==> src/rtl/muldiv_pkg.sv <==
// Shared definitions for the iterative multiply/divide unit.
//   OP_*    : encoding of the 2-bit op field supplied by the control decoder
//   state_t : sequencer states
package muldiv_pkg;

  localparam logic [1:0] OP_MULT  = 2'b00;
  localparam logic [1:0] OP_MULTU = 2'b01;
  localparam logic [1:0] OP_DIV   = 2'b10;
  localparam logic [1:0] OP_DIVU  = 2'b11;

  typedef enum logic [1:0] {
    IDLE,
    RUN,
    FIX,
    DONE
  } state_t;

endpackage

==> src/rtl/muldiv_unit_if.sv <==
// Bus between the ID/EX stage (master) and the multiply/divide unit (slave).
//   start/op/a/b    : launch request and operands
//   cancel          : pipeline flush
//   hi_we/lo_we     : MTHI/MTLO strobes with shared wdata
//   busy/done       : status for the hazard unit and commit pulse
//   div_zero/hi/lo  : sticky divide-by-zero flag and architectural HI/LO
interface muldiv_unit_if #(
  parameter int DATA_WIDTH = 32
) ();
  logic                  start;
  logic [1:0]            op;
  logic [DATA_WIDTH-1:0] a;
  logic [DATA_WIDTH-1:0] b;
  logic                  cancel;
  logic                  hi_we;
  logic                  lo_we;
  logic [DATA_WIDTH-1:0] wdata;
  logic                  busy;
  logic                  done;
  logic                  div_zero;
  logic [DATA_WIDTH-1:0] hi;
  logic [DATA_WIDTH-1:0] lo;

  modport master (
    output start, op, a, b, cancel, hi_we, lo_we, wdata,
    input  busy, done, div_zero, hi, lo
  );

  modport slave (
    input  start, op, a, b, cancel, hi_we, lo_we, wdata,
    output busy, done, div_zero, hi, lo
  );
endinterface

==> src/rtl/muldiv_unit.sv <==
// Iterative MULT/MULTU/DIV/DIVU unit with architectural HI/LO registers.
// One result bit per RUN cycle (DATA_WIDTH cycles), sign fix-up in FIX,
// HI/LO committed on the FIX->DONE edge.
//   clk   : rising-edge clock
//   reset : synchronous, active-high
//   bus   : muldiv_unit_if slave (start/op/a/b/cancel/hi_we/lo_we/wdata in,
//           busy/done/div_zero/hi/lo out)
module muldiv_unit
  import muldiv_pkg::*;
#(
  parameter int DATA_WIDTH = 32
) (
  input logic           clk,
  input logic           reset,
  muldiv_unit_if.slave  bus
);

  localparam int W  = DATA_WIDTH;
  localparam int CW = $clog2(W) + 1;

  state_t          state;
  logic [1:0]      op_q;
  logic            sign_a;
  logic            sign_b;
  logic [W-1:0]    mcand;     // multiplicand magnitude or divisor magnitude
  logic [2*W-1:0]  acc;       // mul: {partial product, multiplier}; div: {remainder, quotient}
  logic [CW-1:0]   cnt;
  logic [W-1:0]    hi_q;
  logic [W-1:0]    lo_q;
  logic            busy_q;
  logic            done_q;
  logic            dz_q;

  logic            is_div;
  logic            is_signed;
  logic            in_signed;
  logic [W-1:0]    mag_a_in;
  logic [W-1:0]    mag_b_in;

  logic [W:0]      add_x;
  logic [W:0]      add_y;
  logic            add_c;
  logic [W:0]      add_s;
  logic [2*W-1:0]  acc_next;

  logic [2*W-1:0]  prod_fix;
  logic [W-1:0]    res_hi;
  logic [W-1:0]    res_lo;
  logic            div_by_zero;

  assign is_div    = (op_q == OP_DIV) || (op_q == OP_DIVU);
  assign is_signed = (op_q == OP_MULT) || (op_q == OP_DIV);
  assign in_signed = (bus.op == OP_MULT) || (bus.op == OP_DIV);
  assign mag_a_in  = (in_signed && bus.a[W-1]) ? -bus.a : bus.a;
  assign mag_b_in  = (in_signed && bus.b[W-1]) ? -bus.b : bus.b;
  assign div_by_zero = is_div && (mcand == '0);

  // Single W+1-bit adder: add-multiplicand for multiply, subtract-divisor
  // (two's complement) for the restoring divide trial.
  always_comb begin
    add_x = '0;
    add_y = '0;
    add_c = 1'b0;
    if (is_div) begin
      add_x = {acc[2*W-1:W], acc[W-1]};
      add_y = ~{1'b0, mcand};
      add_c = 1'b1;
    end else begin
      add_x = {1'b0, acc[2*W-1:W]};
      add_y = acc[0] ? {1'b0, mcand} : '0;
      add_c = 1'b0;
    end
    add_s = add_x + add_y + {{W{1'b0}}, add_c};
  end

  // Divide: shifted remainder is always < 2*divisor, so bit W of the trial
  // difference is set exactly when the subtraction borrows.
  always_comb begin
    acc_next = acc;
    if (is_div) begin
      if (add_s[W]) acc_next = {acc[2*W-2:0], 1'b0};
      else          acc_next = {add_s[W-1:0], acc[W-2:0], 1'b1};
    end else begin
      acc_next = {add_s, acc[W-1:1]};
    end
  end

  // Divide-by-zero needs only the LO override: the restoring loop leaves
  // |a| in the remainder, and the dividend-sign fix-up restores a itself.
  // MIN/-1 falls out of the normal fix-up without a special case.
  always_comb begin
    prod_fix = acc;
    res_hi   = '0;
    res_lo   = '0;
    if (is_div) begin
      res_lo = (is_signed && (sign_a ^ sign_b)) ? -acc[W-1:0] : acc[W-1:0];
      res_hi = (is_signed && sign_a) ? -acc[2*W-1:W] : acc[2*W-1:W];
      if (div_by_zero) res_lo = '1;
    end else begin
      if (is_signed && (sign_a ^ sign_b)) prod_fix = -acc;
      res_hi = prod_fix[2*W-1:W];
      res_lo = prod_fix[W-1:0];
    end
  end

  always_ff @(posedge clk) begin
    if (reset) begin
      state  <= IDLE;
      busy_q <= 1'b0;
      done_q <= 1'b0;
      dz_q   <= 1'b0;
      hi_q   <= '0;
      lo_q   <= '0;
      cnt    <= '0;
      op_q   <= OP_MULT;
      sign_a <= 1'b0;
      sign_b <= 1'b0;
      mcand  <= '0;
      acc    <= '0;
    end else if (bus.cancel && (state != IDLE)) begin
      state  <= IDLE;
      busy_q <= 1'b0;
      done_q <= 1'b0;
    end else begin
      done_q <= 1'b0;
      if (!busy_q) begin
        if (bus.hi_we) hi_q <= bus.wdata;
        if (bus.lo_we) lo_q <= bus.wdata;
      end
      case (state)
        IDLE, DONE: begin
          if (bus.start) begin
            state  <= RUN;
            busy_q <= 1'b1;
            dz_q   <= 1'b0;
            op_q   <= bus.op;
            sign_a <= bus.a[W-1];
            sign_b <= bus.b[W-1];
            mcand  <= mag_b_in;
            acc    <= {{W{1'b0}}, mag_a_in};
            cnt    <= '0;
          end else begin
            state <= IDLE;
          end
        end
        RUN: begin
          acc <= acc_next;
          cnt <= cnt + CW'(1);
          if (cnt == CW'(W - 1)) state <= FIX;
        end
        FIX: begin
          state  <= DONE;
          busy_q <= 1'b0;
          done_q <= 1'b1;
          hi_q   <= res_hi;
          lo_q   <= res_lo;
          dz_q   <= div_by_zero;
        end
        default: state <= IDLE;
      endcase
    end
  end

  assign bus.busy     = busy_q;
  assign bus.done     = done_q;
  assign bus.div_zero = dz_q;
  assign bus.hi       = hi_q;
  assign bus.lo       = lo_q;

endmodule

==> src/flat_wrapper.sv <==
// flat-port wrapper written by rule: the top's interface ports become plain ports
module muldiv_unit_flat import muldiv_pkg::*;
#(
  parameter int DATA_WIDTH = 32
)
  (clk, reset, bus_start, bus_op, bus_a, bus_b, bus_cancel, bus_hi_we, bus_lo_we, bus_wdata, bus_busy, bus_done, bus_div_zero, bus_hi, bus_lo);
  muldiv_unit_if #(.DATA_WIDTH(DATA_WIDTH)) bus_i ();
  input logic clk;
  input logic reset;
  input wire logic [$bits(bus_i.start)-1:0] bus_start;
  input wire logic [$bits(bus_i.op)-1:0] bus_op;
  input wire logic [$bits(bus_i.a)-1:0] bus_a;
  input wire logic [$bits(bus_i.b)-1:0] bus_b;
  input wire logic [$bits(bus_i.cancel)-1:0] bus_cancel;
  input wire logic [$bits(bus_i.hi_we)-1:0] bus_hi_we;
  input wire logic [$bits(bus_i.lo_we)-1:0] bus_lo_we;
  input wire logic [$bits(bus_i.wdata)-1:0] bus_wdata;
  output wire logic [$bits(bus_i.busy)-1:0] bus_busy;
  output wire logic [$bits(bus_i.done)-1:0] bus_done;
  output wire logic [$bits(bus_i.div_zero)-1:0] bus_div_zero;
  output wire logic [$bits(bus_i.hi)-1:0] bus_hi;
  output wire logic [$bits(bus_i.lo)-1:0] bus_lo;
  assign bus_i.start = bus_start;
  assign bus_i.op = bus_op;
  assign bus_i.a = bus_a;
  assign bus_i.b = bus_b;
  assign bus_i.cancel = bus_cancel;
  assign bus_i.hi_we = bus_hi_we;
  assign bus_i.lo_we = bus_lo_we;
  assign bus_i.wdata = bus_wdata;
  assign bus_busy = bus_i.busy;
  assign bus_done = bus_i.done;
  assign bus_div_zero = bus_i.div_zero;
  assign bus_hi = bus_i.hi;
  assign bus_lo = bus_i.lo;
  muldiv_unit #(.DATA_WIDTH(DATA_WIDTH)) u_core (.clk(clk), .reset(reset), .bus(bus_i));
endmodule
==> config.mk <==
export PLATFORM = sky130hd
export DESIGN_NAME = muldiv_unit_flat
export DESIGN_NICKNAME = d
export VERILOG_FILES = /design/src/rtl/muldiv_pkg.sv /design/src/rtl/muldiv_unit_if.sv /design/src/rtl/muldiv_unit.sv /design/src/flat_wrapper.sv
export SDC_FILE = /design/constraint.sdc
export NUM_CORES = 1
export LEC_CHECK = 0
export CORE_ASPECT_RATIO = 0.7
export CORE_MARGIN = 2
export CORE_UTILIZATION = 30
export CTS_CLUSTER_DIAMETER = 30
export DETAILED_ROUTE_END_ITERATION = 10
export PLACE_DENSITY = 0.6
export REMOVE_ABC_BUFFERS = 1
export SYNTH_ARGS = -nofsm -noshare
export SYNTH_HDL_FRONTEND = slang
export SYNTH_SLANG_ARGS = --single-unit
==> constraint.sdc <==
create_clock -name clk -period 5.5 [get_ports clk]
set_input_delay 0.825 -clock clk [delete_from_list [all_inputs] [get_ports clk]]
set_output_delay 0.825 -clock clk [all_outputs]
set_load 0.1 [all_outputs]
### Yosys cells after proc, flatten, opt, wreduce, memory -nomap -nowiden

Cells that the tools add are included.

| storage, ports and cells | value |
|---|---|
| bits in latches | 0 |
| bits in writable memories | 0 |
| memories | 0 |
| bits in read-only memories | 0 |
| flip-flop bits (word level) | 175 |

| cells by class | value |
|---|---|
| equal/unequal tests | 10 |
| mux-type cells | 32 |
| order comparisons | 0 |
| bitwise gates (word level) | 3 |
| add/subtract/negate cells | 8 |
| multipliers | 0 |
| div/mod/pow operators | 0 |
| reductions and logical operators | 26 |
| shifts and indexed selects | 0 |

Operator list:

| cell | count |
|---|---|
| 32-bit 2-to-1 mux | 14 |
| 64-bit 2-to-1 mux | 4 |
| 32-bit negation | 4 |
| 64-bit one-hot mux with 2 select lines | 1 |
| 33-bit 2-to-1 mux | 2 |
| 64-bit negation | 1 |
| 33-bit by 1-bit adder with 33-bit output | 1 |
| 33-bit adder | 1 |
| 32-bit NOT with 33-bit output | 1 |
| 32-bit logical NOT | 1 |
| 3-bit AND reduction | 5 |
| 6-bit one-hot mux with 2 select lines | 1 |
| 2-bit equality test, second input constant | 5 |
| 2-bit nonzero test | 5 |
| 6-bit by 1-bit adder with 6-bit output, second input constant | 1 |
| 6-bit by 5-bit equality test with 1-bit output, second input constant | 1 |
| 1-bit logical AND | 6 |
| 2-bit logical NOT | 3 |
| 6-bit 2-to-1 mux | 1 |
| 2-bit one-hot mux with 3 select lines | 1 |
| 1-bit 2-to-1 mux | 5 |
| 2-bit != test, second input constant | 2 |
| 1-bit one-hot mux with 2 select lines | 2 |
| 2-bit OR reduction | 2 |
| other kinds (7) | 9 |

### Logic depth before layout (Yosys ltp)

| logic depth | value |
|---|---|
| depth in word-level cells | 8 |
| depth in mapped cells | 20 |
| mapped depth without buffers | 16 |

### Least setup slack after synthesis

OpenSTA, ideal clock, no wires.

| path | value |
|---|---|
| kind | register to register |
| start point | register u_core.op_q[1] |
| end point | register u_core.acc[47] |
| period minus slack after synthesis | 4.678 ns |
| data arrival time | 4.564 ns |
| library setup time | 0.114 ns |
| path buffers | 6 |
| setup slack | 0.822 ns |
| data required time | 5.386 ns |
| stages on the path, launching flop included | 21 |
| cells stage by stage | dfxtp_1 buf_2 buf_1 buf_1 clkbuf_1 clkbuf_1 nand2_1 o21ai_0 fa_1 inv_1 fa_1 nand2b_1 a21oi_1 o21ai_2 a2111oi_2 nor3_4 xnor2_4 buf_4 mux2i_1 a21oi_1 a21o_1 |

| on the way | value |
|---|---|
| cells in the longest elaborated chain, start to end | 8 |

Ends and longest elaborated chain:

| element | line | source |
|---|---|---|
| start, declared | muldiv_unit.sv:22 | `logic [1:0] op_q;` |
| start signal, assigned | muldiv_unit.sv:136 | `op_q <= bus.op;` |
| 2-bit equality test | muldiv_unit.sv:51 | `assign is_div = (op_q == OP_DIV) \|\| (op_q == OP_DIVU);` |
| 1-bit logical OR * | muldiv_unit.sv:51 |  |
| 33-bit 2-to-1 mux | muldiv_unit.sv:64 | `if (is_div) begin` |
| 33-bit adder | muldiv_unit.sv:73 | `add_s = add_x + add_y + {{W{1'b0}}, add_c};` |
| 33-bit by 1-bit adder with 33-bit output | muldiv_unit.sv:73 |  |
| 64-bit 2-to-1 mux | muldiv_unit.sv:81 | `if (add_s[W]) acc_next = {acc[2*W-2:0], 1'b0};` |
| 64-bit 2-to-1 mux * | muldiv_unit.sv:80 | `if (is_div) begin` |
| 64-bit one-hot mux with 2 select lines * | muldiv_unit.sv:130 | `case (state)` |
| end signal, assigned | muldiv_unit.sv:140 | `acc <= {{W{1'b0}}, mag_a_in};` |
| end signal, assigned | muldiv_unit.sv:147 | `acc <= acc_next;` |
| end, declared | muldiv_unit.sv:26 | `logic [2*W-1:0] acc;` |

Mark *: on every way between the ends. The rest lies on a longest branch, timed or not.
A chain may end at the register's enable or synchronous reset.

### Worst setup path in the final report

| path | value |
|---|---|
| start point | register u_core.acc[0] |
| end point | register u_core.acc[43] |

| on the way | value |
|---|---|
| cells in the longest elaborated chain, start to end | 7 |

Ends and longest elaborated chain:

| element | line | source |
|---|---|---|
| 32-bit 2-to-1 mux * | muldiv_unit.sv:70 | `add_y = acc[0] ? {1'b0, mcand} : '0;` |
| 33-bit 2-to-1 mux * | muldiv_unit.sv:64 |  |
| 33-bit adder * | muldiv_unit.sv:73 |  |
| 33-bit by 1-bit adder with 33-bit output * | muldiv_unit.sv:73 |  |
| 64-bit 2-to-1 mux | muldiv_unit.sv:81 |  |
| 64-bit 2-to-1 mux * | muldiv_unit.sv:80 |  |
| 64-bit one-hot mux with 2 select lines * | muldiv_unit.sv:130 |  |

Marked as above.

==> impl_metrics.env <==
export IMPL_yosys_warnings=0
export IMPL_synthTopCellsByArea="dfxtp_1, a21oi_1, nor2_1"
export IMPL_drt_wirelength_per_cell_um=19.1
export IMPL_antennaDiodeCount=0
export IMPL_die_w_um=255
export IMPL_avgSynthCellArea_um2=7.53
export IMPL_io_pins=171
export IMPL_cp_slowest_cell="buf_4"
export IMPL_place_congestion=0.905
export IMPL_drive_above_1_share_pct=7.02
export IMPL_cts_buffers=17
export IMPL_endpoint_kind="flop"
export IMPL_rows=64
export IMPL_finalHoldViolations=0
export IMPL_cts_root_buf="clkbuf_16"
export IMPL_core_um2=43600
export IMPL_multiInputGateArea_um2=9150
export IMPL_drc=0
export IMPL_antenna_found_initial=0
export IMPL_maxSlewHeadroom_pct=23.4
export IMPL_crit_type="reg -> reg"
export IMPL_final_nets=1984
export IMPL_drt_iter0_drc=1236
export IMPL_use_met1_pct=28.5
export IMPL_synth_largest_area_cell="dfxtp_1"
export IMPL_synthFlopType="dfxtp_1"
export IMPL_cpPeakStageDelay_ns=0.45
export IMPL_finalCritPeriodShare_pct=79.5
export IMPL_hold_buffers=0
export IMPL_clkTransAtPathRegs_ns=0.08
export IMPL_ys_seq_area_share_pct=26.4
export IMPL_layout_commonest_cell="nor2_1"
export IMPL_clkLatencyLatePin_ns=0.46
export IMPL_die_h_um=180
export IMPL_startpoint_type="flop"
export IMPL_fillers=4525
export IMPL_synth_edf_count=0
export IMPL_arrival_ns=4.72
export IMPL_setup_viol=0
export IMPL_worstPathCellList="inv_1 > nor2_2 > buf_4 > nand2_1 > o21ai_0 > fa_1 > inv_1 > fa_1 > nand2b_1 > a21oi_1 > o21ai_2 > a2111oi_2 > nor3_4 > xnor2_4 > buf_4 > mux2i_1 > a21oi_1 > a21o_1"
export IMPL_grt_pass1_vias=12700
export IMPL_hold_class="reg -> reg"
export IMPL_netlist_instances=1763
export IMPL_cts_repair_resized=0
export IMPL_htree_levels=4
export IMPL_ir_drop_v=0.000318
export IMPL_dp_slack_ns=1.18
export IMPL_port_buffers=170
export IMPL_grt_usage_pct=19.9
export IMPL_async_flop_share_pct=0
export IMPL_synth_area_um2=13300
export IMPL_ant_nets=0
export IMPL_grtUsageMet3_pct=3.36
export IMPL_cap_violations=0
export IMPL_cts_sink_count=175
export IMPL_grt_pass1_wl_um=73400
export IMPL_setup_tns_ns=0
export IMPL_final_cell_mix="nor2_1, nand2_1, dfxtp_1"
export IMPL_wirelength_um=46700
export IMPL_report_final_slew_viol_count=0
export IMPL_holdWs_ns=0.461
export IMPL_cts_tree="yes"
export IMPL_cts_setup_buffers=0
export IMPL_power_density_nw_per_um2=595
export IMPL_post_route_min_period_ns=4.37
export IMPL_area_growth_syn_to_layout_pct=20.2
export IMPL_setup_ws_ns=1.13
export IMPL_cp_data_required_time_ns=5.85
export IMPL_use_met2_pct=30.6
export IMPL_synth_top_cell_area_share_pct=26.4
export IMPL_ys_ff_latch=175
export IMPL_leakagePower_nw=5.78
export IMPL_fmax_ghz=0.229
export IMPL_power_total_mw=9.49
export IMPL_status="complete, no violations"
export IMPL_dpl_hpwl_um=35200
export IMPL_grt_max_degree=75
export IMPL_busiest_layer="met2"
export IMPL_crit_path_max_fanout=33
export IMPL_worst_pin_slew_ns=1.15
export IMPL_fin_skew_ns=0.0151
export IMPL_rsz0062_at_grt="false"
export IMPL_vias_per_cell=5.51
export IMPL_fp_dieArea_um2=46000
export IMPL_dr_pass1_iters=6
export IMPL_vias=13500
export IMPL_synth_cell_types=72
export IMPL_ff_latch_area_um2=3510
export IMPL_clockBufferDepth=2
export IMPL_grt_overflow=0
export IMPL_start_util_pct=30.4
state kept, by name (all words and copies together), names as in the netlist:
name and count:
u_core.sign_b 1, u_core.op_q 2, u_core.bus.busy 1, u_core.bus.done 1, u_core.acc 64, u_core.bus.hi 32, u_core.bus.lo 32, u_core.sign_a 1
u_core.bus.div_zero 1, u_core.mcand 32, u_core.cnt 6, u_core.state 2
worst max-delay path: cells and delay by family, from the launching register on:
kind,cells,cell delay (ns)
flops,1,0.37
mux,1,0.25
buf+inv,4,0.96
xor+xnor,1,0.17
fa+ha+maj,2,0.68
simple gates,4,0.52
compound gates,6,1.27
cell families (layout without fill, tap and decap cells):
| family | Yosys count | after routing | synth area share [%] |
|---|---|---|---|
| buffers and inverters | 168 | 256 | 5.02 |
| xor gates and xnor gates | 148 | 148 | 9.97 |
| DFF | 175 | 175 | 26.4 |
| muxes | 92 | 92 | 7.25 |
| adders and majority gates | 42 | 42 | 4.07 |
| AOI/OAI and AO/OA | 562 | 562 | 27.2 |
| and+or+nand+nor | 576 | 576 | 20.1 |
path summary, 6_finish.rpt:
kind                                       start          endpoint  slack [ns]  cells past startpoint
worst max-delay path               u_core.acc[0]    u_core.acc[43]        1.13                     18
worst min register to register  u_core.bus.hi[9]  u_core.bus.hi[9]        0.46                      2
worst min-delay path            u_core.bus.hi[9]  u_core.bus.hi[9]        0.46                      2
worst max register to register     u_core.acc[0]    u_core.acc[43]        1.13                     18
Yosys cell counts (all sizes together) (17+ instances only):
cell,n
dfxtp,175
nand2,180
mux2i,59
a21oi,158
a211oi,63
o211ai,35
buf,29
ha,40
o21ai,144
a31oi,17
mux2,33
nor2,189
nor4,26
xor2,66
nor3,46
xnor2,82
a22oi,19
inv,27
clkbuf,112
nand2b,26
nand3,22
where the power goes:
part | switching [mW] | internal (mW) | leakage (nW)
logic | 4.25 | 1.83 | 4.07
clock network | 0.576 | 0.601 | 0.265
registers | 0.531 | 1.71 | 1.44
total | 5.35 | 4.14 | 5.78
final cells by class:
cell class | count | area share (%)
multi-input combinational | 1420 | 57.3
sequential | 175 | 22.0
timing repair buffer | 197 | 11.9
tap | 594 | 4.66
clock buffer | 20 | 2.80
clock inverter | 12 | 0.651
inverter | 27 | 0.635
through the flow:
| step | instances | utilization (%) | cell area (um2) |
|---|---|---|---|
| 4_1_cts | 2445 | 36.5 | 15900 |
| 3_5_place_dp | 2413 | 35.3 | 15400 |
| 3_3_place_gp | 2413 | 35.3 | 15400 |
| 2_1_floorplan | 1622 | - | 12700 |
| 5_1_grt | 2445 | 36.5 | 15900 |
| 6_report | 2445 | 36.5 | 15900 |
routing by layer:
metal,wire (um),up-vias
li1,-,6549
met5,0,-
met2,20400,469
met4,976,0
met3,2900,49
met1,22400,6400
(Power assumes the default switching activity.)
